## config.mk

```make
export PLATFORM = sky130hd
export DESIGN_NAME = direction_voter
export DESIGN_NICKNAME = d
export VERILOG_FILES = /design/src/rtl/direction_voter.sv
export SDC_FILE = /design/constraint.sdc
export NUM_CORES = 1
export LEC_CHECK = 0
export BUFFER_PORTS_ARGS = -buffer_cell sky130_fd_sc_hd__buf_4
export CORE_ASPECT_RATIO = 0.75
export CORE_UTILIZATION = 55
export DETAILED_ROUTE_END_ITERATION = 10
export PLACE_DENSITY = 0.7
export RECOVER_POWER = 100
export SYNTH_ARGS = -nofsm -noshare
export SYNTH_HDL_FRONTEND = slang
export SYNTH_SLANG_ARGS = --single-unit
```

## constraint.sdc

```tcl
create_clock -name clk_in -period 4.1 [get_ports clk_in]
set_clock_uncertainty 0.15 [all_clocks]
set_input_delay 0.82 -clock clk_in [delete_from_list [all_inputs] [get_ports clk_in]]
set_output_delay 0.82 -clock clk_in [all_outputs]
set_load 0.05 [all_outputs]
```

## src/rtl/direction_voter.sv

```systemverilog
// Sliding-window direction voter: keeps a histogram of the most recent WINDOW
// accepted direction bins, scans it for the most popular bin, and announces a
// new direction when that bin has enough votes and differs from the current one.
module direction_voter #(
   parameter int WINDOW    = 8,
   parameter int MIN_VOTES = 5
) (
   input  logic                    clk_in,
   input  logic                    rst_in,
   input  logic [3:0]              bin_in,
   input  logic                    bin_valid_in,
   input  logic                    clear_in,
   output logic                    ready_out,
   output logic [3:0]              dir_out,
   output logic [$clog2(WINDOW):0] votes_out,
   output logic                    confident_out,
   output logic                    dir_valid_out,
   input  logic                    dir_ready_in
);

   localparam int CW = $clog2(WINDOW) + 1;
   localparam int PW = $clog2(WINDOW);
   localparam logic [CW-1:0] FULL    = CW'(WINDOW);
   localparam logic [CW-1:0] MIN_CNT = CW'(MIN_VOTES);

   typedef enum logic [2:0] {IDLE, UPDATE, SCAN, DECIDE, OUTPUT} state_t;

   state_t        state;
   state_t        next_state;

   logic [CW-1:0] hist [16];
   logic [3:0]    history [WINDOW];
   logic [PW-1:0] wr_ptr;
   logic [CW-1:0] fill;
   logic [3:0]    new_bin;
   logic [3:0]    scan_idx;
   logic [CW-1:0] max_cnt;
   logic [3:0]    max_idx;

   logic          accept;
   logic          do_clear;
   logic          evict;
   logic [3:0]    evict_bin;
   logic          take;
   logic [15:0]   inc_vec;
   logic [15:0]   dec_vec;

   // Handshake qualifiers, eviction lookup, decision test and the per-bin
   // increment/decrement strobes used by the histogram update.
   always_comb begin
      do_clear  = (state == IDLE) && clear_in;
      accept    = (state == IDLE) && !clear_in && bin_valid_in;
      evict     = (fill == FULL);
      evict_bin = history[wr_ptr];
      take      = (max_cnt >= MIN_CNT) && (!confident_out || (max_idx != dir_out));
      inc_vec   = '0;
      dec_vec   = '0;
      for (int i = 0; i < 16; i++) begin
         inc_vec[i] = (new_bin == 4'(i));
         dec_vec[i] = evict && (evict_bin == 4'(i));
      end
   end

   // State register; reset abandons whatever scan or output is in flight.
   always_ff @(posedge clk_in or negedge rst_in) begin
      if (!rst_in) state <= IDLE;
      else         state <= next_state;
   end

   // Next-state decode and the handshake outputs that follow directly from state.
   always_comb begin
      next_state    = state;
      ready_out     = 1'b0;
      dir_valid_out = 1'b0;
      case (state)
         IDLE: begin
            ready_out = 1'b1;
            if (accept) next_state = UPDATE;
         end
         UPDATE: next_state = SCAN;
         SCAN: begin
            if (scan_idx == 4'd15) next_state = DECIDE;
         end
         DECIDE: begin
            if (take) next_state = OUTPUT;
            else      next_state = IDLE;
         end
         OUTPUT: begin
            dir_valid_out = 1'b1;
            if (dir_ready_in) next_state = IDLE;
         end
         default: next_state = IDLE;
      endcase
   end

   // Histogram: a simultaneous evict and insert of the same bin cancels out,
   // so a counter never moves by more than one per update.
   always_ff @(posedge clk_in or negedge rst_in) begin
      if (!rst_in) begin
         for (int i = 0; i < 16; i++) hist[i] <= '0;
      end else if (do_clear) begin
         for (int i = 0; i < 16; i++) hist[i] <= '0;
      end else if (state == UPDATE) begin
         for (int i = 0; i < 16; i++) begin
            if (inc_vec[i] && !dec_vec[i])      hist[i] <= hist[i] + CW'(1);
            else if (dec_vec[i] && !inc_vec[i]) hist[i] <= hist[i] - CW'(1);
         end
      end
   end

   // History ring contents; an entry is only read for eviction once the ring is
   // full, by which time every slot has been written, so no reset is needed.
   always_ff @(posedge clk_in) begin
      if (state == UPDATE) history[wr_ptr] <= new_bin;
   end

   // Ring bookkeeping: write pointer wraps naturally (WINDOW is a power of two)
   // and fill saturates at WINDOW.
   always_ff @(posedge clk_in or negedge rst_in) begin
      if (!rst_in) begin
         wr_ptr <= '0;
         fill   <= '0;
      end else if (do_clear) begin
         wr_ptr <= '0;
         fill   <= '0;
      end else if (state == UPDATE) begin
         wr_ptr <= wr_ptr + PW'(1);
         if (fill != FULL) fill <= fill + CW'(1);
      end
   end

   // Capture the accepted bin so it stays stable through the update cycle.
   always_ff @(posedge clk_in or negedge rst_in) begin
      if (!rst_in)     new_bin <= '0;
      else if (accept) new_bin <= bin_in;
   end

   // Linear scan of all 16 bins; strict greater-than keeps the lowest index on ties.
   always_ff @(posedge clk_in or negedge rst_in) begin
      if (!rst_in) begin
         scan_idx <= '0;
         max_cnt  <= '0;
         max_idx  <= '0;
      end else if (state == UPDATE) begin
         scan_idx <= '0;
         max_cnt  <= '0;
         max_idx  <= '0;
      end else if (state == SCAN) begin
         scan_idx <= scan_idx + 4'd1;
         if (hist[scan_idx] > max_cnt) begin
            max_cnt <= hist[scan_idx];
            max_idx <= scan_idx;
         end
      end
   end

   // Declared direction registers, only updated when a new winner is taken.
   always_ff @(posedge clk_in or negedge rst_in) begin
      if (!rst_in) begin
         dir_out       <= '0;
         votes_out     <= '0;
         confident_out <= 1'b0;
      end else if ((state == DECIDE) && take) begin
         dir_out       <= max_idx;
         votes_out     <= max_cnt;
         confident_out <= 1'b1;
      end
   end

endmodule

```

==> results of run 1 <==
==> synth_stat cells, types with 3 or more instances <==
| cell | n |
|---|---|
| xnor2_1 | 10 |
| o21ai_0 | 25 |
| inv_2 | 6 |
| fa_1 | 15 |
| mux2i_1 | 55 |
| o31ai_1 | 8 |
| nor2_1 | 35 |
| nand3b_1 | 4 |
| mux4_2 | 24 |
| ha_1 | 40 |
| dfrtp_1 | 99 |
| o21ai_1 | 6 |
| a211oi_1 | 4 |
| inv_1 | 51 |
| xor2_1 | 16 |
| a21oi_1 | 29 |
| nand3_1 | 21 |
| a21o_1 | 29 |
| nor3_1 | 15 |
| and3_1 | 3 |
| nand4_1 | 5 |
| nand2_1 | 107 |
| nor4_1 | 9 |
| and4_1 | 5 |
| edfxtp_1 | 32 |
| nor3b_1 | 3 |
| o21a_1 | 7 |
| mux2_2 | 17 |
| and2_1 | 4 |
| nand2b_1 | 9 |
| nor2b_1 | 6 |
| clkbuf_1 | 28 |
| o211ai_1 | 4 |
==> final timing paths <==
path                                       start              endpoint  cells after the start
max                        wr_ptr[2]$_DFFE_PN0P_  hist[23]$_DFFE_PN0P_                     11
min                         hist[19]$_DFFE_PN0P_  hist[19]$_DFFE_PN0P_                      1
min in group asynchronous                 rst_in   fill[1]$_DFFE_PN0P_                      1
min reg2reg                 hist[19]$_DFFE_PN0P_  hist[19]$_DFFE_PN0P_                      1
max in group asynchronous                 rst_in   hist[2]$_DFFE_PN0P_                      2
max reg2reg                wr_ptr[2]$_DFFE_PN0P_  hist[23]$_DFFE_PN0P_                     11
==> cell type report <==
| class | count | share of cell area |
|---|---|---|
| clock buffers | 20 | 0.0516 |
| repair buffers | 35 | 0.0240 |
| flip-flops and latches | 131 | 0.379 |
| well taps | 200 | 0.0276 |
| inverters | 58 | 0.0241 |
| clock inverters | 12 | 0.0157 |
| multi-input cells | 547 | 0.478 |
==> per-layer routing <==
layer,track usage,part of all wire
met1,0.387,0.45
met5,0,0
met3,0.0663,0.079
met2,0.432,0.45
met4,0.101,0.018
==> cells by family after synthesis <==
logic type,after synthesis,synth area share
xor gates and xnor gates,26,0.0280
and+or+nand+nor,237,0.138
muxes,97,0.159
AOI/OAI and AO/OA,132,0.109
adders and majority gates,55,0.0984
DFF,131,0.423
buffers and inverters,92,0.0440
==> power breakdown <==
part           switching, W  internal, W  leakage [nW]
sequential         0.000315      0.00155          1.65
clock              0.000619     0.000958         0.294
combinational      0.000964     0.000659          2.03
==> state kept, by name, summed over array words and instances (netlist names) <==
signal / count
confident_out: 1
hist: 64
new_bin: 4
votes_out: 4
scan_idx: 4
state: 3
max_cnt: 4
history: 32
wr_ptr: 3
fill: 4
max_idx: 4
dir_out: 4
==> through the flow <==
step	area, um2	hold slack [ns]	cells	setup slack [ns]	power (W)
4_1_cts	9150	0.326	1003	0.0314	0.00510
3_3_place_gp	8540	0.304	971	0.246	0.00343
2_1_floorplan	8140	0.290	770	0.642	0.00301
3_5_place_dp	8540	0.321	971	0.0437	0.00352
5_1_grt	9070	0.359	1003	0.135	0.00533
6_report	9070	0.326	1003	0.263	0.00506
==> worst max-delay path, stage by stage, from the launching register on <==
cell,delay (ns)
dfrtp_2,0.61
mux4_2,0.39
mux2_1,0.37
nor4_2,0.65
nand2_1,0.24
nand2_1,0.19
ha_1,0.25
a21o_1,0.18
a21o_1,0.18
and4_1,0.20
nor2_1,0.14
mux2i_1,0.21
==> timing repair <==
item	in CTS	in global routing
setup buffers	0	0
hold buffers	0	0
setup endpoints to repair	0	5
gates resized for setup	0	2
==> impl_metrics.env, run 1 <==
export IMPL_diodes=0
export IMPL_fmax_ghz=0.261
export IMPL_viasPerCell=6.05
export IMPL_worstMarginPinSlew_ns=1.45
export IMPL_startpoint_type="flop"
export IMPL_port_buffers=19
export IMPL_setup_viol=0
export IMPL_initial_core_util=0.563
export IMPL_rsz0062_at_grt="no"
export IMPL_maxSlewHeadroom=0.0338
export IMPL_final_hold_violation_count=0
export IMPL_ys_warn_count=0
export IMPL_cts_sinks=131
export IMPL_dieHeight_um=107
export IMPL_drc=0
export IMPL_nFillCells=1157
export IMPL_arrival_ns=4.03
export IMPL_syn_inst=770
export IMPL_yosysSeqAreaShare=0.423
export IMPL_min_path_type="reg -> reg"
export IMPL_fp_row_count=38
export IMPL_fin_crit_ns=3.84
export IMPL_drt_pre_antenna_iters=5
export IMPL_postLayoutCoreUtil=0.628
export IMPL_synth_seq_cells=131
export IMPL_async_reset_ff_frac=0.756
export IMPL_die_x_um=142
export IMPL_die_area_um2=15300
export IMPL_antenna_found_initial=0
export IMPL_final_max_slew_viol_count=0
export IMPL_crit_type="reg -> reg"
export IMPL_path_clk_slew_ns=0.06
export IMPL_layout_nets=854
export IMPL_finalWirelength_um=19600
export IMPL_tns_ns=0
export IMPL_synth_largest_type_area_fraction=0.304
export IMPL_htreeDepth=4
export IMPL_register_area_um2=3440
export IMPL_ir_drop_mv=0.320
export IMPL_synth_edf_count=32
export IMPL_drt_iter0_drc=498
export IMPL_required_ns=4.29
export IMPL_cts_buffer_depth=2
export IMPL_ys_flop_type="dfrtp_1"
export IMPL_gp_congestion=0.921
export IMPL_yosysTopAreaCell="dfrtp_1"
export IMPL_grt_pass1_wl_um=31600
export IMPL_syn2layout_area_growth_pct=11.5
export IMPL_multiInputGateArea_um2=4330
export IMPL_cts_tree="done"
export IMPL_synth_nets=834
export IMPL_core_area_um2=14500
export IMPL_worst_path_max_fanout=18
export IMPL_synthDistinctLibCells=62
export IMPL_synth_top_cells_by_area="dfrtp_1 30%, edfxtp_1 12%, mux2i_1 6.8%"
export IMPL_drv_cap=0
export IMPL_syn_avg_cell_area_um2=10.6
export IMPL_leakage_nw=3.97
export IMPL_wl_per_cell_um=19.6
export IMPL_numCtsBuffers=17
export IMPL_grt_usage=0.280
export IMPL_cp_end_kind="flop"
export IMPL_root_buffer="clkbuf_16"
export IMPL_drive_gt1_frac=0.132
export IMPL_final_antenna_net_count=0
export IMPL_finalCritPeriodShare=0.936
export IMPL_layout_cells_most_common="nand2_1"
export IMPL_grt_pass1_vias=5933
export IMPL_final_cell_mix="106 x nand2_1, 98 x dfrtp_1, 57 x inv_1"
export IMPL_synth_area_um2=8140
export IMPL_gr_total_overflow=0
export IMPL_pin_count=20
export IMPL_power_density_nw_per_um2=558
export IMPL_vias=6066
export IMPL_clk_latency_ns=0.43
export IMPL_dp_hpwl_um=13800
export IMPL_r2r_setup_slack_ns=0.26
export IMPL_grt_max_degree=57
export IMPL_status="finished clean"
(Power assumes the default switching activity.)
==> run 2, diff against run 1 <==
BUFFER_PORTS_ARGS = -buffer_cell sky130_fd_sc_hd__buf_2   (was -buffer_cell sky130_fd_sc_hd__buf_4)
==> impl_metrics.env, run 2 (same netlist as run 1, synthesis figures left out) <==
export IMPL_instances_no_fill=1002
export IMPL_dieHeight_um=107
export IMPL_required_ns=4.26
export IMPL_tns_ns=0
export IMPL_worst_path_max_fanout=11
export IMPL_finalCritPeriodShare=0.935
export IMPL_wl_per_cell_um=19.0
export IMPL_cpMostUsedCell="or4_1"
export IMPL_crit_chain="mux4_2, mux2_4, or4_1, o21a_4, clkinv_2, ha_1, o21a_1, nor2_1, or4_1, o21ai_1, and3_1, a311o_1"
export IMPL_largest_register_ffs=64
export IMPL_fmax_ghz=0.261
export IMPL_syn2layout_area_growth_pct=11.1
export IMPL_layout_cells_most_common="nand2_1"
export IMPL_numCtsBuffers=17
export IMPL_setup_viol=0
export IMPL_cpPeakStageDelay_ns=0.61
export IMPL_worstMarginPinSlew_ns=1.76
export IMPL_sw_frac_of_total=0.370
export IMPL_failed_checks="max-capacitance violations, max-slew violations"
export IMPL_finalWirelength_um=19000
export IMPL_dpl_cell_area_um2=8460
export IMPL_core_area_um2=14500
export IMPL_grt_usage=0.273
export IMPL_drt_pre_antenna_iters=5
export IMPL_cp_end_kind="flop"
export IMPL_gr_total_overflow=0
export IMPL_path_delay_family="simple AND/OR/NAND/NOR gates"
export IMPL_leakage_nw=3.95
export IMPL_arrival_ns=3.99
export IMPL_holdWs_ns=0.326
export IMPL_startpoint_type="flop"
export IMPL_die_x_um=142
export IMPL_slowest_stage="dfrtp_1"
export IMPL_cts_tree="done"
export IMPL_grt_pass1_wl_um=31300
export IMPL_crit_buf_inv=1
export IMPL_place_inst=969
export IMPL_vias=5939
export IMPL_clockPowerShare=0.322
export IMPL_antenna_found_initial=0
export IMPL_fp_row_count=38
export IMPL_drv_cap=3
export IMPL_r2r_cells=12
export IMPL_p_comb_frac=0.308
export IMPL_path_clk_slew_ns=0.06
export IMPL_grt_max_degree=59
export IMPL_p_int_w=0.00321
export IMPL_rsz0062_at_grt="no"
export IMPL_initial_core_util=0.563
export IMPL_cts_buffer_depth=2
export IMPL_dp_hpwl_um=13200
export IMPL_die_area_um2=15300
export IMPL_holdPathStages=2
export IMPL_drc=0
export IMPL_min_path_type="reg -> reg"
export IMPL_root_buffer="clkbuf_16"
export IMPL_cts_sinks=131
export IMPL_gp_congestion=0.867
export IMPL_p_sw_w=0.00189
export IMPL_fin_crit_ns=3.83
export IMPL_final_cell_mix="106 x nand2_1, 99 x dfrtp_1, 55 x mux2i_1"
export IMPL_stdcell_area_um2=9040
export IMPL_layout_nets=853
export IMPL_clk_latency_ns=0.43
export IMPL_final_antenna_net_count=0
export IMPL_power_density_nw_per_um2=564
export IMPL_htreeDepth=4
export IMPL_power_w=0.00510
export IMPL_pin_count=20
export IMPL_maxSlewHeadroom=-0.178
export IMPL_drive_gt1_frac=0.127
export IMPL_seq_power_share=0.370
export IMPL_crit_type="reg -> reg"
export IMPL_largestRegisters="hist x64, history x32"
export IMPL_port_buffers=19
export IMPL_critical_path_cell_count=12
export IMPL_ir_drop_mv=0.406
export IMPL_final_max_slew_viol_count=109
export IMPL_status="complete, but fails checks"
export IMPL_diodes=0
export IMPL_final_hold_violation_count=0
export IMPL_drt_iter0_drc=523
export IMPL_viasPerCell=5.93
export IMPL_grt_pass1_vias=6041
export IMPL_top_register="hist"
-- run 2: layout make-up --
| class | instances | area, um2 |
|---|---|---|
| clock buffer | 18 | 429 |
| clock inverter | 14 | 203 |
| fill | 1178 | 5420 |
| inverter | 58 | 219 |
| multi-input combinational | 547 | 4330 |
| sequential | 131 | 3440 |
| tap | 200 | 250 |
| timing repair buffer | 34 | 173 |
-- run 2: final timing paths --
| kind | start | to | slack (ns) |
|---|---|---|---|
| max | wr_ptr[0]$_DFFE_PN0P_ | hist[31]$_DFFE_PN0P_ | 0.27 |
| min | votes_out[1]$_DFFE_PN0P_ | votes_out[1]$_DFFE_PN0P_ | 0.33 |
| max reg2reg | wr_ptr[0]$_DFFE_PN0P_ | hist[31]$_DFFE_PN0P_ | 0.27 |
| min reg2reg | votes_out[1]$_DFFE_PN0P_ | votes_out[1]$_DFFE_PN0P_ | 0.33 |
| max in group asynchronous | rst_in | votes_out[2]$_DFFE_PN0P_ | 1.34 |
| min in group asynchronous | rst_in | fill[3]$_DFFE_PN0P_ | 0.63 |
-- run 2: per-stage QoR --
step / setup slack [ns] / util
after floorplan: 0.642 / -
after global placement: 0.169 / 0.586
after detailed placement: 0.0215 / 0.586
after CTS: 0.0201 / 0.629
after global routing: 0.0623 / 0.625
final: 0.265 / 0.625
-- run 2: tightest hold or removal path, cell delays in order, from the launching register on --
cell	delay, ns
dfrtp_1	0.34
nand2_1	0.04
o21ai_0	0.06
-- run 2: layer usage --
| metal | up-vias | wire length, um | track usage |
|---|---|---|---|
| li1 | 2782 | - | - |
| met1 | 2951 | 8930 | 0.385 |
| met2 | 187 | 8720 | 0.427 |
| met3 | 19 | 1190 | 0.0596 |
| met4 | 0 | 216 | 0.0722 |
| met5 | - | 0 | 0 |
-- run 2: power by group through the flow --
stage	combinational, W	clock, W	sequential, W
floorplan	0.00130	0	0.00171
global placement	0.00149	0	0.00188
detailed placement	0.00156	0	0.00190
CTS	0.00158	0.00166	0.00188
global route	0.00175	0.00171	0.00192
finish	0.00157	0.00164	0.00189
-- run 2: repair_timing --
| action | 4_1_cts | 5_1_grt |
|---|---|---|
| endpoints found under the setup margin | 0 | 1 |
| resized for setup | 0 | 1 |
| hold buffers | 0 | 0 |
| buffers inserted | 0 | 0 |
==> run 3, diff against run 2 <==
CORE_UTILIZATION = 50   (was 55)
PLACE_DENSITY = 0.64   (was 0.7)
clock period = 4.6 ns   (was 4.1 ns; I/O delays follow)
==> impl_metrics.env, run 3 (same netlist as run 1, synthesis figures left out) <==
export IMPL_rsz0062_at_grt="no"
export IMPL_top_register="hist"
export IMPL_r2r_end="hist[51]$_DFFE_PN0P_"
export IMPL_multiInputGateArea_um2=4320
export IMPL_finalCritPeriodShare=0.915
export IMPL_tns_ns=0
export IMPL_r2r_setup_slack_ns=0.39
export IMPL_holdPathStages=1
export IMPL_power_density_nw_per_um2=500
export IMPL_path_delay_family="compound AO/OA/AOI/OAI gates"
export IMPL_gr_total_overflow=0
export IMPL_leakage_nw=3.94
export IMPL_dp_hpwl_um=13400
export IMPL_syn2layout_area_growth_pct=10.9
export IMPL_largest_register_ffs=64
export IMPL_r2r_start="wr_ptr[2]$_DFFE_PN0P_"
export IMPL_port_buffers=19
export IMPL_cpPeakStageDelay_ns=0.84
export IMPL_maxSlewHeadroom=-0.401
export IMPL_cts_sinks=131
export IMPL_fin_crit_ns=4.21
export IMPL_arrival_ns=4.37
export IMPL_worstHoldStart="hist[3]$_DFFE_PN0P_"
export IMPL_register_area_um2=3440
export IMPL_core_area_um2=15600
export IMPL_setup_viol=0
export IMPL_finalWirelength_um=19000
export IMPL_wl_per_cell_um=18.9
export IMPL_final_hold_violation_count=0
export IMPL_worstMarginPinSlew_ns=2.10
export IMPL_ir_drop_mv=0.253
export IMPL_nFillCells=1266
export IMPL_largestRegisters="hist x64, history x32"
export IMPL_layout_cells_most_common="nand2_1"
export IMPL_dieHeight_um=112
export IMPL_antenna_found_initial=0
export IMPL_dpl_cell_area_um2=8460
export IMPL_gp_congestion=0.831
export IMPL_initial_core_util=0.523
export IMPL_grt_pass1_wl_um=31900
export IMPL_worst_path_max_fanout=22
export IMPL_die_x_um=149
export IMPL_cts_hold_buf=0
export IMPL_status="complete, but fails checks"
export IMPL_clk_latency_ns=0.43
export IMPL_cts_buffer_depth=2
export IMPL_htreeDepth=4
export IMPL_diodes=0
export IMPL_fmax_ghz=0.238
export IMPL_crit_buf_inv=1
export IMPL_cp_end_kind="flop"
export IMPL_root_buffer="clkbuf_16"
export IMPL_crit_type="reg -> reg"
export IMPL_cts_tree="done"
export IMPL_layout_nets=851
export IMPL_viasPerCell=5.96
export IMPL_cts_resized=0
export IMPL_drt_pre_antenna_iters=5
export IMPL_drive_gt1_frac=0.114
export IMPL_crit_chain="mux2_1, mux2i_1, o31ai_1, clkbuf_1, nand2_1, nand2_1, ha_1, a21o_1, a21o_1, or4_1, a41o_1"
export IMPL_final_antenna_net_count=0
export IMPL_grt_usage=0.249
export IMPL_drt_iter0_drc=353
export IMPL_min_to="hist[3]$_DFFE_PN0P_"
export IMPL_grt_pass1_vias=6003
export IMPL_pin_count=20
export IMPL_slowest_stage="dfrtp_1"
export IMPL_postCtsSetupRepairBufs=0
export IMPL_vias=5992
export IMPL_numCtsBuffers=17
export IMPL_drc=0
export IMPL_min_path_type="reg -> reg"
export IMPL_stdcell_area_um2=9030
export IMPL_grt_max_degree=40
export IMPL_startpoint_type="flop"
export IMPL_final_cell_mix="106 x nand2_1, 99 x dfrtp_1, 57 x inv_1"
export IMPL_drv_cap=3
export IMPL_final_max_slew_viol_count=103
export IMPL_required_ns=4.76
export IMPL_failed_checks="max-capacitance violations, max-slew violations"
export IMPL_die_area_um2=16800
export IMPL_path_clk_slew_ns=0.06
export IMPL_fp_row_count=39
export IMPL_r2r_cells=11
-- run 3: cell types whose count changed in the layout (fill, tap and decap cells not counted), moves of 3 or more --
cell	delta
inv_1	+5
inv_2	-5
buf_4	-4
clkinv_4	-4
clkbuf_1	+3
clkbuf_16	+3
-- run 3: cell type report --
class	instances	area share
sequential	131	0.381
multi-input combinational	547	0.479
tap	205	0.0284
clock buffer	23	0.0589
inverter	58	0.0243
timing repair buffer	32	0.0165
clock inverter	9	0.0123
-- run 3: routing by layer --
metal	wire, um	vias to the layer above	track usage
met1	9220	3007	0.359
li1	-	2787	-
met5	0	-	0
met4	255	0	0.0701
met3	1060	24	0.0606
met2	8500	174	0.374
-- run 3: through the flow --
step	total power (W)	instances	utilization	hold WS [ns]	setup WS, ns
2_1_floorplan	0.00268	770	-	0.290	1.14
3_3_place_gp	0.00302	973	0.544	0.306	0.859
3_5_place_dp	0.00309	973	0.544	0.317	0.753
4_1_cts	0.00456	1005	0.585	0.311	0.717
5_1_grt	0.00478	1005	0.580	0.331	0.170
6_report	0.00451	1005	0.580	0.324	0.390
-- run 3: worst max-delay path by stage --
stage | from | to | slack (ns) | depth (start not counted)
after floorplan | wr_ptr[0]$_DFFE_PN0P_ | hist[31]$_DFFE_PN0P_ | 1.14 | 13
after global placement | wr_ptr[2]$_DFFE_PN0P_ | hist[31]$_DFFE_PN0P_ | 0.86 | 12
after detailed placement | wr_ptr[2]$_DFFE_PN0P_ | hist[31]$_DFFE_PN0P_ | 0.75 | 12
after CTS | wr_ptr[2]$_DFFE_PN0P_ | hist[27]$_DFFE_PN0P_ | 0.72 | 11
after global routing | wr_ptr[2]$_DFFE_PN0P_ | hist[63]$_DFFE_PN0P_ | 0.17 | 11
final | wr_ptr[2]$_DFFE_PN0P_ | hist[51]$_DFFE_PN0P_ | 0.39 | 11
-- run 3: report_power, final --
group / internal [W] / switching [W]
clock network: 0.000926 / 0.000529
registers: 0.00138 / 0.000304
logic: 0.000560 / 0.000813
total: 0.00286 / 0.00165
